[src/rtl/rr_arb_pkg.sv]
// Shared definitions for the eight-client round-robin arbiter.
package rr_arb_pkg;

    localparam int unsigned NUM_REQ = 8;
    localparam int unsigned IDX_W   = 3;

    typedef enum logic [0:0] {IDLE, GRANT} arb_state_e;

    // First set request bit searching ptr, ptr+1, ... ptr+7 with 3-bit wrap.
    // Returns ptr when req is empty; callers only use the result when req != 0.
    function automatic logic [IDX_W-1:0] next_winner(input logic [NUM_REQ-1:0] req,
                                                     input logic [IDX_W-1:0]   ptr);
        logic [IDX_W-1:0] cand;
        logic [IDX_W-1:0] win;
        logic             found;
        win   = ptr;
        found = 1'b0;
        for (int i = 0; i < NUM_REQ; i++) begin
            cand = ptr + IDX_W'(i);
            if (!found && req[cand]) begin
                win   = cand;
                found = 1'b1;
            end
        end
        return win;
    endfunction

endpackage

[src/rtl/decoder3to8.sv]
// 3-to-8 one-hot decoder with enable; output is all-zero when disabled.
module decoder3to8 (
    input  logic [2:0] A,
    input  logic       E,
    output logic [7:0] Y
);

    // One-hot expansion of A, gated by E.
    always_comb begin
        Y = '0;
        if (E) begin
            Y[A] = 1'b1;
        end
    end

endmodule

[src/rtl/rr_arbiter8.sv]
// Eight-requester round-robin arbiter. The winner index and valid flag are
// registered and expanded to a one-hot grant by decoder3to8, so the grant can
// never have more than one bit set.
// Optional feature macro: RR_ARB_HOLD_TIMEOUT_EN (force rotation after MAX_HOLD
// consecutive grant cycles when another client is waiting).
module rr_arbiter8
    import rr_arb_pkg::*;
#(
    parameter int unsigned MAX_HOLD = 16
) (
    input  logic               clk,
    input  logic               rst,
    input  logic               en,
    input  logic [NUM_REQ-1:0] req,
    output logic [NUM_REQ-1:0] gnt,
    output logic [IDX_W-1:0]   gnt_idx,
    output logic               gnt_valid
);

    arb_state_e         state_q, state_d;
    logic [IDX_W-1:0]   idx_q, idx_d;
    logic [IDX_W-1:0]   ptr_q, ptr_d;
    logic               valid_q, valid_d;

    logic [NUM_REQ-1:0] cur_onehot;
    logic [NUM_REQ-1:0] others;
    logic [IDX_W-1:0]   ptr_after;
    logic               release_now;

`ifdef RR_ARB_HOLD_TIMEOUT_EN
    localparam int unsigned      HOLD_W    = $clog2(MAX_HOLD);
    localparam logic [HOLD_W-1:0] HOLD_LAST = HOLD_W'(MAX_HOLD - 1);

    logic [HOLD_W-1:0] hold_q, hold_d;
    logic              timeout;
`else
    logic unused_max_hold;
    assign unused_max_hold = ^MAX_HOLD;
`endif

    // State register: FSM, winner index, valid flag, priority pointer.
    always_ff @(posedge clk or posedge rst) begin
        if (rst) begin
            state_q <= IDLE;
            idx_q   <= '0;
            ptr_q   <= '0;
            valid_q <= 1'b0;
`ifdef RR_ARB_HOLD_TIMEOUT_EN
            hold_q  <= '0;
`endif
        end else begin
            state_q <= state_d;
            idx_q   <= idx_d;
            ptr_q   <= ptr_d;
            valid_q <= valid_d;
`ifdef RR_ARB_HOLD_TIMEOUT_EN
            hold_q  <= hold_d;
`endif
        end
    end

    // Next-state: arbitration from IDLE, hold/release/rotate while granting.
    always_comb begin
        state_d     = state_q;
        idx_d       = idx_q;
        ptr_d       = ptr_q;
        valid_d     = valid_q;
        cur_onehot  = '0;
        cur_onehot[idx_q] = 1'b1;
        // Competitors of the current holder; the holder ranks last from ptr_after.
        others      = req & ~cur_onehot;
        ptr_after   = idx_q + IDX_W'(1);
        release_now = !req[idx_q];
`ifdef RR_ARB_HOLD_TIMEOUT_EN
        hold_d      = hold_q;
        timeout     = (hold_q == HOLD_LAST) && (others != '0);
        release_now = release_now || timeout;
`endif

        if (!en) begin
            state_d = IDLE;
            valid_d = 1'b0;
            if (state_q == GRANT) begin
                ptr_d = ptr_after;
            end
        end else begin
            unique case (state_q)
                IDLE: begin
                    if (req != '0) begin
                        state_d = GRANT;
                        idx_d   = next_winner(req, ptr_q);
                        valid_d = 1'b1;
`ifdef RR_ARB_HOLD_TIMEOUT_EN
                        hold_d  = '0;
`endif
                    end
                end
                GRANT: begin
                    if (release_now) begin
                        ptr_d = ptr_after;
                        if (others != '0) begin
                            // Back-to-back handover, no idle bubble.
                            idx_d   = next_winner(others, ptr_after);
                            valid_d = 1'b1;
`ifdef RR_ARB_HOLD_TIMEOUT_EN
                            hold_d  = '0;
`endif
                        end else begin
                            state_d = IDLE;
                            valid_d = 1'b0;
                        end
                    end else begin
`ifdef RR_ARB_HOLD_TIMEOUT_EN
                        // Saturate when nobody else waits.
                        if (hold_q != HOLD_LAST) begin
                            hold_d = hold_q + HOLD_W'(1);
                        end
`endif
                    end
                end
                default: begin
                    state_d = IDLE;
                    valid_d = 1'b0;
                end
            endcase
        end
    end

    // Outputs come straight from registers.
    always_comb begin
        gnt_idx   = idx_q;
        gnt_valid = valid_q;
    end

    decoder3to8 u_dec (
        .A (idx_q),
        .E (valid_q),
        .Y (gnt)
    );

endmodule

[config.mk]
export PLATFORM = sky130hd
export DESIGN_NAME = rr_arbiter8
export DESIGN_NICKNAME = d
export VERILOG_FILES = /design/src/rtl/rr_arb_pkg.sv /design/src/rtl/decoder3to8.sv /design/src/rtl/rr_arbiter8.sv
export SDC_FILE = /design/constraint.sdc
export NUM_CORES = 1
export LEC_CHECK = 0
export BUFFER_PORTS_ARGS = -buffer_cell sky130_fd_sc_hd__buf_2
export CAP_MARGIN = 0
export CELL_PAD_IN_SITES_DETAIL_PLACEMENT = 1
export CELL_PAD_IN_SITES_GLOBAL_PLACEMENT = 2
export CORE_MARGIN = 10
export CORE_UTILIZATION = 28
export CTS_BUF_LIST = sky130_fd_sc_hd__clkbuf_16
export DETAILED_ROUTE_END_ITERATION = 7
export GPL_TIMING_DRIVEN = 0
export PLACE_DENSITY_LB_ADDON = 0.1
export SLEW_MARGIN = 40
export SYNTH_ARGS = -nofsm -noshare
export SYNTH_HDL_FRONTEND = slang
export SYNTH_SLANG_ARGS = --single-unit
[constraint.sdc]
create_clock -name clk -period 6.9 [get_ports clk]
set_input_delay 0.69 -clock clk [delete_from_list [all_inputs] [get_ports clk]]
set_output_delay 0.69 -clock clk [all_outputs]
set_load 0.1 [all_outputs]
==> insert_results.sql, run 1 <==
INSERT INTO impl_metrics (metric_group, metric, value, unit) VALUES
('run_status', 'run_status', 'finished, final reports clean', ''),
('critical_path', 'cp.buffers_inverters', '3', ''),
('place', 'placement_setup_slack', '2.96', 'ns'),
('sta', 'finalHoldViolations', '0', ''),
('drt', 'initial_detailed_routing_violation_count', '75', ''),
('sta', 'number_of_max_slew_violations_in_the_final_report', '0', ''),
('synth', 'synthesis.instances', '279', ''),
('job', 'maxCapViolations', '0', ''),
('clock_network', 'ctsResizeCount', '0', ''),
('place', 'dp_hpwl', '6760', 'µm'),
('synth', 'ys.warnings.count', '0', ''),
('clock_network', 'clk_transition_reported_paths', '0.04', 'ns'),
('clock_network', 'numClockSinks', '8', ''),
('clock_network', 'tritoncts_buffers', '3', ''),
('synth', 'synth_seq_area_share', '8.46', '%'),
('critical_path', 'cpMaxStageDelayCell', 'sky130_fd_sc_hd__mux4_2', ''),
('drt', 'dr.pass1.iters', '4', ''),
('clock_network', 'max-clock-path-buffers', '2', ''),
('floorplan', 'placement_rows', '33', ''),
('synth', 'async_reset_ff_share', '100', '%'),
('critical_path', 'cp.depth', '11', ''),
('cells_and_area', 'antenna-diode-count', '0', ''),
('sta', 'tightestPinTransition', '0.612', 'ns'),
('cells_and_area', 'layout.filler_cells', '994', ''),
('grt', 'grt_first_pass_wirelength', '13800', 'µm'),
('synth', 'synth.largest_area_cell', 'sky130_fd_sc_hd__mux4_2', ''),
('clock_network', 'cts.repair_timing.setup_buffer_count', '0', ''),
('synth', 'yosysTopAreaCellShare', '20.0', '%'),
('clock_network', 'cts_tree', 'done', ''),
('sta', 'final.setup.worst_slack', '2.97', 'ns'),
('sta', 'layout_worst_path_cycle_share', '57.0', '%'),
('grt', 'track_usage', '13.0', '%'),
('synth', 'dominantRegCellSynth', 'sky130_fd_sc_hd__dfrtp_1', ''),
('floorplan', 'chip_height', '112', 'µm'),
('critical_path', 'criticalPathCategory', 'flip-flop to flip-flop', ''),
('grt', 'antenna_found_initial', '0', ''),
('critical_path', 'reg2reg_depth', '11', ''),
('sta', 'rsz0062_at_grt', 'false', ''),
('sta', 'final_period_minus_worst_setup_slack', '3.93', 'ns'),
('place', 'routabilityCongestion', '0.791', ''),
('critical_path', 'cp.arrival', '4.02', 'ns'),
('drt', 'postRouteAntennaNets', '0', ''),
('critical_path', 'critical_path.cell_chain', 'clkbuf_1, inv_1, ha_1, buf_2, mux4_2, nor4b_1, a211oi_2, nor3_4, a22oi_1, a311oi_1, o32ai_1', ''),
('grt', 'grt_pass1_vias', '2455', ''),
('floorplan', 'die_area', '12500', 'µm²'),
('synth', 'edff_count_synth', '0', ''),
('cells_and_area', 'stdcell_area', '2680', 'µm²'),
('floorplan', 'initial_utilization', '28.8', '%'),
('synth', 'synth-seq-cells', '8', ''),
('sta', 'final_setup_tns', '0', 'ns'),
('grt', 'maximum_number_of_pins_on_one_net_before_global_route_repair', '11', ''),
('drt', 'detail_route.vias_per_cell', '5.73', ''),
('synth', 'dominant_cell_by_count_in_the_synthesized_netlist', 'sky130_fd_sc_hd__nand2_1', ''),
('cells_and_area', 'drive_gt1_share', '28.9', '%'),
('drt', 'routed_wirelength', '8390', 'µm'),
('place', 'placed_area', '2610', 'µm²'),
('drt', 'num_vias', '2344', ''),
('synth', 'synth.top_cells.by_count', 'sky130_fd_sc_hd__nand2_1, sky130_fd_sc_hd__nor2_1, sky130_fd_sc_hd__mux4_2', ''),
('floorplan', 'pin_count', '23', ''),
('synth', 'netlist-cell-type-count', '74', ''),
('critical_path', 'critPathCaptureType', 'flip-flop', ''),
('critical_path', 'critPathRequiredTime', '6.99', 'ns'),
('synth', 'netlist_top_cells_area', 'sky130_fd_sc_hd__mux4_2, sky130_fd_sc_hd__dfrtp_1, sky130_fd_sc_hd__nand2_1', ''),
('worst_hold_path', 'min_path_type', 'input port to asynchronous set/reset pin', ''),
('clock_network', 'clock-root-buffer', 'sky130_fd_sc_hd__clkbuf_16', ''),
('critical_path', 'cp-start-kind', 'flip-flop', ''),
('clock_network', 'cts_htree_levels', '1', ''),
('floorplan', 'fp.coreArea', '8220', 'µm²'),
('cells_and_area', 'area_growth', '13.4', '%'),
('place', 'io_buffer_count', '22', ''),
('critical_path', 'worst_path_dominant_cell_family', 'buffers and inverters', '');
[final cells by class]
type | instances | area, µm² | share of cell area [%]
sequential | 8 | 200 | 7.46
timing repair buffer | 22 | 110 | 4.10
inverter | 14 | 52.6 | 1.96
tap | 105 | 131 | 4.90
buffer | 26 | 174 | 6.48
clock buffer | 3 | 75.1 | 2.80
multi-input combinational | 231 | 1940 | 72.3
[registers in the layout, indices dropped and copies added, names as in the netlist]
register and count:
gnt_valid 1, gnt_idx 3, ptr_q 3, state_q 1
[worst paths after layout]
check / start / end / slack [ns]
max: ptr_q[1]$_DFFE_PP0P_ / gnt_idx[2]$_DFFE_PP0P_ / 2.97
min: rst / gnt_idx[1]$_DFFE_PP0P_ / 0.40
max reg2reg: ptr_q[1]$_DFFE_PP0P_ / gnt_idx[2]$_DFFE_PP0P_ / 2.97
min reg2reg: gnt_valid$_DFFE_PP0P_ / gnt_valid$_DFFE_PP0P_ / 0.62
max in group asynchronous: rst / ptr_q[2]$_DFFE_PP0P_ / 6.26
min in group clk: gnt_valid$_DFFE_PP0P_ / gnt_valid$_DFFE_PP0P_ / 0.62
[logic make-up (layout without fill, tap and decap cells)]
logic type | Yosys count | after routing | share of synthesized area (%)
DFF | 8 | 8 | 8.46
adders and majority gates | 4 | 4 | 2.11
xor gates and xnor gates | 9 | 9 | 4.44
AOI/OAI and AO/OA | 75 | 75 | 23.8
buffers and inverters | 40 | 65 | 9.57
and+or+nand+nor | 108 | 108 | 25.3
muxes | 35 | 35 | 26.3
[worst register-to-register path: stages (launching register included)]
cell and delay [ns]:
sky130_fd_sc_hd__dfrtp_1 0.35, sky130_fd_sc_hd__clkbuf_1 0.46, sky130_fd_sc_hd__inv_1 0.25, sky130_fd_sc_hd__ha_1 0.38, sky130_fd_sc_hd__buf_2 0.27, sky130_fd_sc_hd__mux4_2 0.55, sky130_fd_sc_hd__nor4b_1 0.40, sky130_fd_sc_hd__a211oi_2 0.18
sky130_fd_sc_hd__nor3_4 0.31, sky130_fd_sc_hd__a22oi_1 0.13, sky130_fd_sc_hd__a311oi_1 0.34, sky130_fd_sc_hd__o32ai_1 0.16
[through the flow]
step	utilization, %	instances
after floorplan	-	279
after global placement	31.7	406
after detailed placement	31.7	406
after CTS	32.7	409
after global routing	32.7	409
final	32.7	409
[layout by cell type (no fill, tap or decap), drive strengths merged, types with 3 or more instances in the layout]
master    n
buf      34
nand2    27
nor2     27
mux4     21
o21ai    18
clkbuf   17
inv      14
a21oi    13
mux2i     9
dfrtp     8
nand3     7
xnor2     6
nor3      6
and3b     5
nand2b    5
a211oi    5
mux2      5
and2      5
nand3b    4
nand4     4
ha        4
or3       3
a21o      3
o31ai     3
and3      3
or2       3
nor4b     3
a2111oi   3
xor2      3
o22ai     3
[layer usage]
metal  vias to the layer above  track usage [%]  part of all wire (%)
li1                       1119                -                     -
met1                      1195             17.7                    48
met2                        25             22.1                    50
met3                         5             1.23                   1.4
met4                         0             1.35                  0.48
met5                         -                0                     0
Power of run 1 is not shown: default switching activity piles up to over one toggle a cycle in this logic, so the estimate is an artifact.
==> run 2: changes to the inputs <==
ABC_AREA = 1   (was not set)
clock period = 4.1 ns   (was 6.9 ns; I/O delays follow)
==> insert_results.sql, run 2 <==
INSERT INTO impl_metrics (metric_group, metric, value, unit) VALUES
('sta', 'tightestPinTransition', '0.682', 'ns'),
('clock_network', 'ctsResizeCount', '0', ''),
('floorplan', 'chip_height', '106', 'µm'),
('clock_network', 'max-clock-path-buffers', '2', ''),
('critical_path', 'crit_fanout', '10', ''),
('critical_path', 'setup.worst_path.start', 'gnt_idx[0]$_DFFE_PP0P_', ''),
('clock_network', 'numClockSinks', '8', ''),
('synth', 'post_synth_instance_area', '2070', 'µm²'),
('place', 'io_buffer_count', '22', ''),
('critical_path', 'criticalPathCategory', 'flip-flop to flip-flop', ''),
('synth', 'yosysTopAreaCellShare', '29.7', '%'),
('cells_and_area', 'area_growth', '14.9', '%'),
('sta', 'post_route_skew', '0.000793', 'ns'),
('sta', 'timing.slew.headroom', '54.1', '%'),
('floorplan', 'fp.coreArea', '7210', 'µm²'),
('grt', 'maximum_number_of_pins_on_one_net_before_global_route_repair', '11', ''),
('sta', 'rsz0062_at_grt', 'false', ''),
('cells_and_area', 'nets', '436', ''),
('clock_network', 'holdBufCountCts', '0', ''),
('sta', 'finalHoldViolations', '0', ''),
('cells_and_area', 'drive_gt1_share', '17.7', '%'),
('drt', 'postRouteAntennaNets', '0', ''),
('grt', 'track_usage', '13.8', '%'),
('clock_network', 'cts.repair_timing.setup_buffer_count', '0', ''),
('floorplan', 'placement_rows', '31', ''),
('critical_path', 'critical_path.cell_chain', 'buf_6, inv_2, buf_6, buf_2, ha_1, buf_2, nand2_1, nand2_4, nand2_2, nand2_1, nand2_1, nand2_2, inv_2, nor2_8, nand2_2, nor2_4, nand2_1, nor2_1, nor2_1, nand2_1, nand2_1, nand3_1, nand2_1', ''),
('synth', 'ys.warnings.count', '0', ''),
('clock_network', 'cts_tree', 'done', ''),
('cells_and_area', 'ff_latch_area', '200', 'µm²'),
('sta', 'timing.fmax', '322', 'MHz'),
('cells_and_area', 'multi_input_gate_area', '1640', 'µm²'),
('drt', 'routed_wirelength', '7520', 'µm'),
('clock_network', 'clock-root-buffer', 'sky130_fd_sc_hd__clkbuf_16', ''),
('grt', 'grt_pass1_vias', '2662', ''),
('critical_path', 'worst_r2r_startpoint', 'gnt_idx[0]$_DFFE_PP0P_', ''),
('clock_network', 'clk_transition_reported_paths', '0.03', 'ns'),
('cells_and_area', 'most_frequent_cells_in_the_layout', 'sky130_fd_sc_hd__nand2_1, sky130_fd_sc_hd__nand3_1, sky130_fd_sc_hd__inv_1, sky130_fd_sc_hd__buf_2, sky130_fd_sc_hd__nor2_1', ''),
('cells_and_area', 'layout.filler_cells', '1046', ''),
('synth', 'synth.largest_area_cell', 'sky130_fd_sc_hd__nand2_1', ''),
('critical_path', 'cp.arrival', '3.22', 'ns'),
('cells_and_area', 'mostFrequentLayoutCell', 'sky130_fd_sc_hd__nand2_1', ''),
('clock_network', 'tritoncts_buffers', '3', ''),
('synth', 'edff_count_synth', '0', ''),
('synth', 'dominantRegCellSynth', 'sky130_fd_sc_hd__dfrtp_1', ''),
('synth', 'dominant_cell_by_count_in_the_synthesized_netlist', 'sky130_fd_sc_hd__nand2_1', ''),
('drt', 'post_drt_wl_per_cell', '14.5', 'µm'),
('grt', 'grt-ovfl-total', '0', ''),
('critical_path', 'cp-start-kind', 'flip-flop', ''),
('sta', 'final_setup_tns', '0', 'ns'),
('drt', 'detail_route.vias_per_cell', '4.82', ''),
('grt', 'antenna_found_initial', '0', ''),
('critical_path', 'critPathMaxStageDelay', '0.38', 'ns'),
('synth', 'netlist_top_cells_area', 'sky130_fd_sc_hd__nand2_1, sky130_fd_sc_hd__nand3_1, sky130_fd_sc_hd__dfrtp_1', ''),
('synth', 'synth-seq-cells', '8', ''),
('clock_network', 'cts_htree_levels', '1', ''),
('critical_path', 'critPathRequiredTime', '4.22', 'ns'),
('sta', 'number_of_max_slew_violations_in_the_final_report', '0', ''),
('drt', 'dr.pass1.iters', '4', ''),
('place', 'routabilityCongestion', '0.802', ''),
('drt', 'drc', '0', ''),
('clock_network', 'insertion_delay', '0.23', 'ns'),
('place', 'dp_hpwl', '6360', 'µm'),
('critical_path', 'cpMaxStageDelayCell', 'sky130_fd_sc_hd__dfrtp_1', ''),
('job', 'maxCapViolations', '0', ''),
('sta', 'final_period_minus_worst_setup_slack', '3.10', 'ns'),
('synth', 'synthesis.instances', '394', ''),
('floorplan', 'pin_count', '23', ''),
('drt', 'num_vias', '2495', ''),
('floorplan', 'initial_utilization', '28.7', '%'),
('cells_and_area', 'antenna-diode-count', '0', ''),
('synth', 'synth_fp_nets', '409', ''),
('floorplan', 'floorplan.die.width', '106', 'µm'),
('floorplan', 'die_area', '11200', 'µm²'),
('synth', 'synth_seq_area_share', '9.67', '%'),
('critical_path', 'critPathMostFrequentCell', 'sky130_fd_sc_hd__nand2_1', ''),
('critical_path', 'critPathCaptureType', 'flip-flop', ''),
('synth', 'syn-mean-instance-area', '5.26', 'µm²'),
('sta', 'final_setup_viols', '0', ''),
('grt', 'grt_first_pass_wirelength', '12900', 'µm'),
('sta', 'hold_slack', '0.118', 'ns'),
('run_status', 'run_status', 'finished, final reports clean', ''),
('synth', 'async_reset_ff_share', '100', '%'),
('worst_hold_path', 'min_path_type', 'input port to asynchronous set/reset pin', ''),
('synth', 'synth.top_cells.by_count', 'sky130_fd_sc_hd__nand2_1, sky130_fd_sc_hd__nand3_1, sky130_fd_sc_hd__inv_1', ''),
('synth', 'netlist-cell-type-count', '36', ''),
('drt', 'initial_detailed_routing_violation_count', '89', ''),
('sta', 'layout_worst_path_cycle_share', '75.7', '%');
[run 2: cell count changes after synthesis, moves of 5 or more]
cell,before,now
sky130_fd_sc_hd__a21oi_1,12,6
sky130_fd_sc_hd__and3b_1,5,0
sky130_fd_sc_hd__clkbuf_1,11,0
sky130_fd_sc_hd__inv_1,14,32
sky130_fd_sc_hd__inv_2,0,7
sky130_fd_sc_hd__mux2i_1,9,0
sky130_fd_sc_hd__mux4_2,21,0
sky130_fd_sc_hd__nand2_1,27,164
sky130_fd_sc_hd__nand2_2,0,17
sky130_fd_sc_hd__nand2b_1,5,0
sky130_fd_sc_hd__nand3_1,6,70
[run 2: through the flow]
step	instance area, µm²	instances	util (%)	worst slack, ns
after detailed placement	2300	515	31.9	0.949
after global routing	2380	518	33.0	0.674
final	2380	518	33.0	0.995
after floorplan	2070	394	-	0.122
after global placement	2300	515	31.9	0.972
after CTS	2380	518	33.0	0.950
[run 2: layout make-up]
| cell class | instances | area share, % |
|---|---|---|
| buffer | 9 | 3.00 |
| clock buffer | 3 | 3.15 |
| inverter | 40 | 6.52 |
| multi-input combinational | 337 | 69.1 |
| sequential | 8 | 8.41 |
| tap | 99 | 5.21 |
| timing repair buffer | 22 | 4.63 |
[run 2: logic make-up after synthesis]
group,share of synthesized area (%)
flops,9.67
buf+inv,10.9
fa+ha+maj,2.42
compound gates,6.77
xor+xnor,1.63
simple gates,68.6
[run 2: path summary, 6_finish.rpt]
kind | to | slack (ns) | cells after the start
setup / recovery | gnt_idx[2]$_DFFE_PP0P_ | 1.0 | 23
min in group clk | state_q$_DFF_PP0_ | 0.42 | 3
max in group asynchronous | gnt_idx[0]$_DFFE_PP0P_ | 3.75 | 2
hold reg to reg | gnt_valid$_DFFE_PP0P_ | 0.53 | 2
hold / removal | state_q$_DFF_PP0_ | 0.12 | 2
setup reg to reg | gnt_idx[2]$_DFFE_PP0P_ | 1.0 | 23
[run 2: critical path, delay by kind of cell (launching register included)]
kind,cells,cell delay [ns]
simple gates,16,1.40
fa+ha+maj,1,0.33
buf+inv,6,0.86
flops,1,0.38
[run 2: metal layers]
metal / global-route usage (%) / wire [µm]
met1: 15.7 / 3290
met2: 26.4 / 3970
met3: 1.21 / 96
met4: 4.06 / 162
met5: 0 / 0
Power of run 2 is left out for the same reason.
==> run 3: changes to the inputs <==
ABC_AREA = 0   (was 1)
clock period = 2.9 ns   (was 4.1 ns; I/O delays follow)
==> insert_results.sql, run 3 (same netlist as run 1, synthesis figures left out) <==
INSERT INTO impl_metrics (metric_group, metric, value, unit) VALUES
('place', 'placement_setup_slack', '-0.701', 'ns'),
('cells_and_area', 'drive_gt1_share', '43.8', '%'),
('critical_path', 'crit_fanout', '10', ''),
('cells_and_area', 'most_frequent_cells_in_the_layout', 'sky130_fd_sc_hd__nand2_1, sky130_fd_sc_hd__buf_2, sky130_fd_sc_hd__buf_4, sky130_fd_sc_hd__mux4_2, sky130_fd_sc_hd__nor2_1', ''),
('clock_network', 'tritoncts_buffers', '3', ''),
('clock_network', 'cts_tree', 'done', ''),
('clock_network', 'clock-root-buffer', 'sky130_fd_sc_hd__clkbuf_16', ''),
('sta', 'finalHoldViolations', '0', ''),
('sta', 'post_route_skew', '0.0103', 'ns'),
('critical_path', 'reg2reg_depth', '14', ''),
('grt', 'track_usage', '13.9', '%'),
('drt', 'post_drt_wl_per_cell', '21.2', 'µm'),
('sta', 'number_of_max_slew_violations_in_the_final_report', '0', ''),
('floorplan', 'initial_utilization', '28.8', '%'),
('critical_path', 'critical_path.cell_chain', 'buf_6, buf_12, inv_8, ha_4, buf_8, buf_4, mux4_2, nor2_4, o21ai_2, nor4b_4, nand3_2, o311a_1, a32o_1, nand2_1', ''),
('place', 'dp_hpwl', '6840', 'µm'),
('drt', 'num_vias', '2474', ''),
('grt', 'grt_pass1_vias', '2593', ''),
('grt', 'grt-ovfl-total', '0', ''),
('drt', 'drc', '0', ''),
('critical_path', 'critPathCaptureType', 'flip-flop', ''),
('clock_network', 'cts_htree_levels', '1', ''),
('drt', 'postRouteAntennaNets', '0', ''),
('place', 'io_buffer_count', '22', ''),
('floorplan', 'die_area', '12500', 'µm²'),
('critical_path', 'ff2ff_setup_slack', '-0.27', 'ns'),
('sta', 'rsz0062_at_grt', 'true', ''),
('cells_and_area', 'antenna-diode-count', '0', ''),
('drt', 'dr.pass1.iters', '4', ''),
('drt', 'initial_detailed_routing_violation_count', '102', ''),
('critical_path', 'cp-start-kind', 'flip-flop', ''),
('grt', 'maximum_number_of_pins_on_one_net_before_global_route_repair', '11', ''),
('clock_network', 'holdBufCountCts', '0', ''),
('clock_network', 'insertion_delay', '0.24', 'ns'),
('cells_and_area', 'stdcell_area', '3180', 'µm²'),
('sta', 'final.setup.worst_slack', '-0.266', 'ns'),
('clock_network', 'numClockSinks', '8', ''),
('floorplan', 'placement_rows', '33', ''),
('floorplan', 'floorplan.die.width', '112', 'µm'),
('critical_path', 'critPathMaxStageDelay', '0.49', 'ns'),
('sta', 'timing.slew.headroom', '52.1', '%'),
('floorplan', 'pin_count', '23', ''),
('drt', 'detail_route.vias_per_cell', '5.70', ''),
('sta', 'timing.fmax', '316', 'MHz'),
('sta', 'tightestPinTransition', '0.711', 'ns'),
('drt', 'routed_wirelength', '9220', 'µm'),
('place', 'placed_area', '2700', 'µm²'),
('critical_path', 'cpMaxStageDelayCell', 'sky130_fd_sc_hd__dfrtp_4', ''),
('grt', 'antenna_found_initial', '0', ''),
('worst_hold_path', 'min_path_type', 'input port to asynchronous set/reset pin', ''),
('critical_path', 'cp.arrival', '3.35', 'ns'),
('critical_path', 'criticalPathCategory', 'flip-flop to flip-flop', ''),
('run_status', 'violated_checks', 'negative setup slack', ''),
('sta', 'layout_worst_path_cycle_share', '109', '%'),
('place', 'routabilityCongestion', '0.806', ''),
('cells_and_area', 'nets', '345', ''),
('cells_and_area', 'area_growth', '34.2', '%'),
('critical_path', 'worst_r2r_startpoint', 'gnt_idx[0]$_DFFE_PP0P_', ''),
('sta', 'final_period_minus_worst_setup_slack', '3.17', 'ns'),
('run_status', 'run_status', 'complete, but fails checks', ''),
('sta', 'final_setup_viols', '3', ''),
('floorplan', 'fp.coreArea', '8220', 'µm²'),
('critical_path', 'critPathRequiredTime', '3.08', 'ns'),
('clock_network', 'clk_transition_reported_paths', '0.04', 'ns'),
('cells_and_area', 'mostFrequentLayoutCell', 'sky130_fd_sc_hd__nand2_1', ''),
('grt', 'grt_first_pass_wirelength', '14500', 'µm'),
('floorplan', 'chip_height', '112', 'µm'),
('clock_network', 'max-clock-path-buffers', '2', ''),
('sta', 'final_setup_tns', '-0.622', 'ns'),
('job', 'maxCapViolations', '0', ''),
('critical_path', 'worstReg2RegEnd', 'gnt_idx[1]$_DFFE_PP0P_', '');
-- run 3: changes by cell type in the layout (fill, tap and decap cells not counted), sizes merged, moves of 5 or more --
cell	delta
a21oi	+7
and3b	+5
buf	+27
clkbuf	+14
inv	-26
mux2	+5
mux2i	+9
mux4	+21
nand2	-158
nand2b	+5
nand3	-67
-- run 3: worst max path at each step --
stage	startpoint	end	slack, ns	cells past startpoint
2_1_floorplan	gnt_idx[0]$_DFFE_PP0P_	gnt_idx[1]$_DFFE_PP0P_	-0.28	12
3_3_place_gp	ptr_q[0]$_DFFE_PP0P_	gnt_idx[1]$_DFFE_PP0P_	-0.73	13
3_5_place_dp	ptr_q[0]$_DFFE_PP0P_	gnt_idx[1]$_DFFE_PP0P_	-0.70	13
4_1_cts	gnt_idx[0]$_DFFE_PP0P_	gnt_idx[2]$_DFFE_PP0P_	-0.23	14
5_1_grt	gnt_idx[0]$_DFFE_PP0P_	gnt_idx[2]$_DFFE_PP0P_	-0.38	13
6_report	gnt_idx[0]$_DFFE_PP0P_	gnt_idx[1]$_DFFE_PP0P_	-0.27	14
-- run 3: cell type report --
type                    count  area [µm²]
fillers                   971        5040
clock inverters             1        3.75
flip-flops and latches      8         205
repair buffers             47         305
clock buffers               3        75.1
inverters                  14        63.8
well taps                 105         131
multi-input cells         231        2180
plain buffers              25         215
-- run 3: per-layer routing --
layer | wire, µm | vias to the layer above | GRT usage [%]
met5 | 0 | - | 0
met4 | 68 | 0 | 2.62
met3 | 339 | 6 | 1.29
met2 | 4800 | 40 | 25.3
met1 | 4000 | 1266 | 17.4
li1 | - | 1162 | -
-- run 3: per-stage QoR --
| stage | hold WS (ns) | util (%) | cells |
|---|---|---|---|
| floorplan | 0.106 | - | 279 |
| global placement | 0.269 | 32.8 | 406 |
| detailed placement | 0.279 | 32.8 | 406 |
| CTS | 0.0236 | 38.2 | 431 |
| global route | 0.0455 | 38.7 | 434 |
| finish | 0.00764 | 38.7 | 434 |
-- run 3: what timing repair did --
item | in CTS | in global routing
buffers inserted | 22 | 3
resized for setup | 39 | 4
hold endpoints to repair | 0 | 0
endpoints found under the setup margin | 3 | 3
pin swaps | 17 | 7
-- run 3: worst max-delay path, delay by kind of cell (launching register included) --
family / cells / cell delay [ns]
and+or+nand+nor: 4 / 0.77
AOI/OAI and AO/OA: 3 / 0.65
buffers and inverters: 5 / 0.57
DFF: 1 / 0.49
muxes: 1 / 0.38
adders and majority gates: 1 / 0.22
Power of run 3 is left out for the same reason.
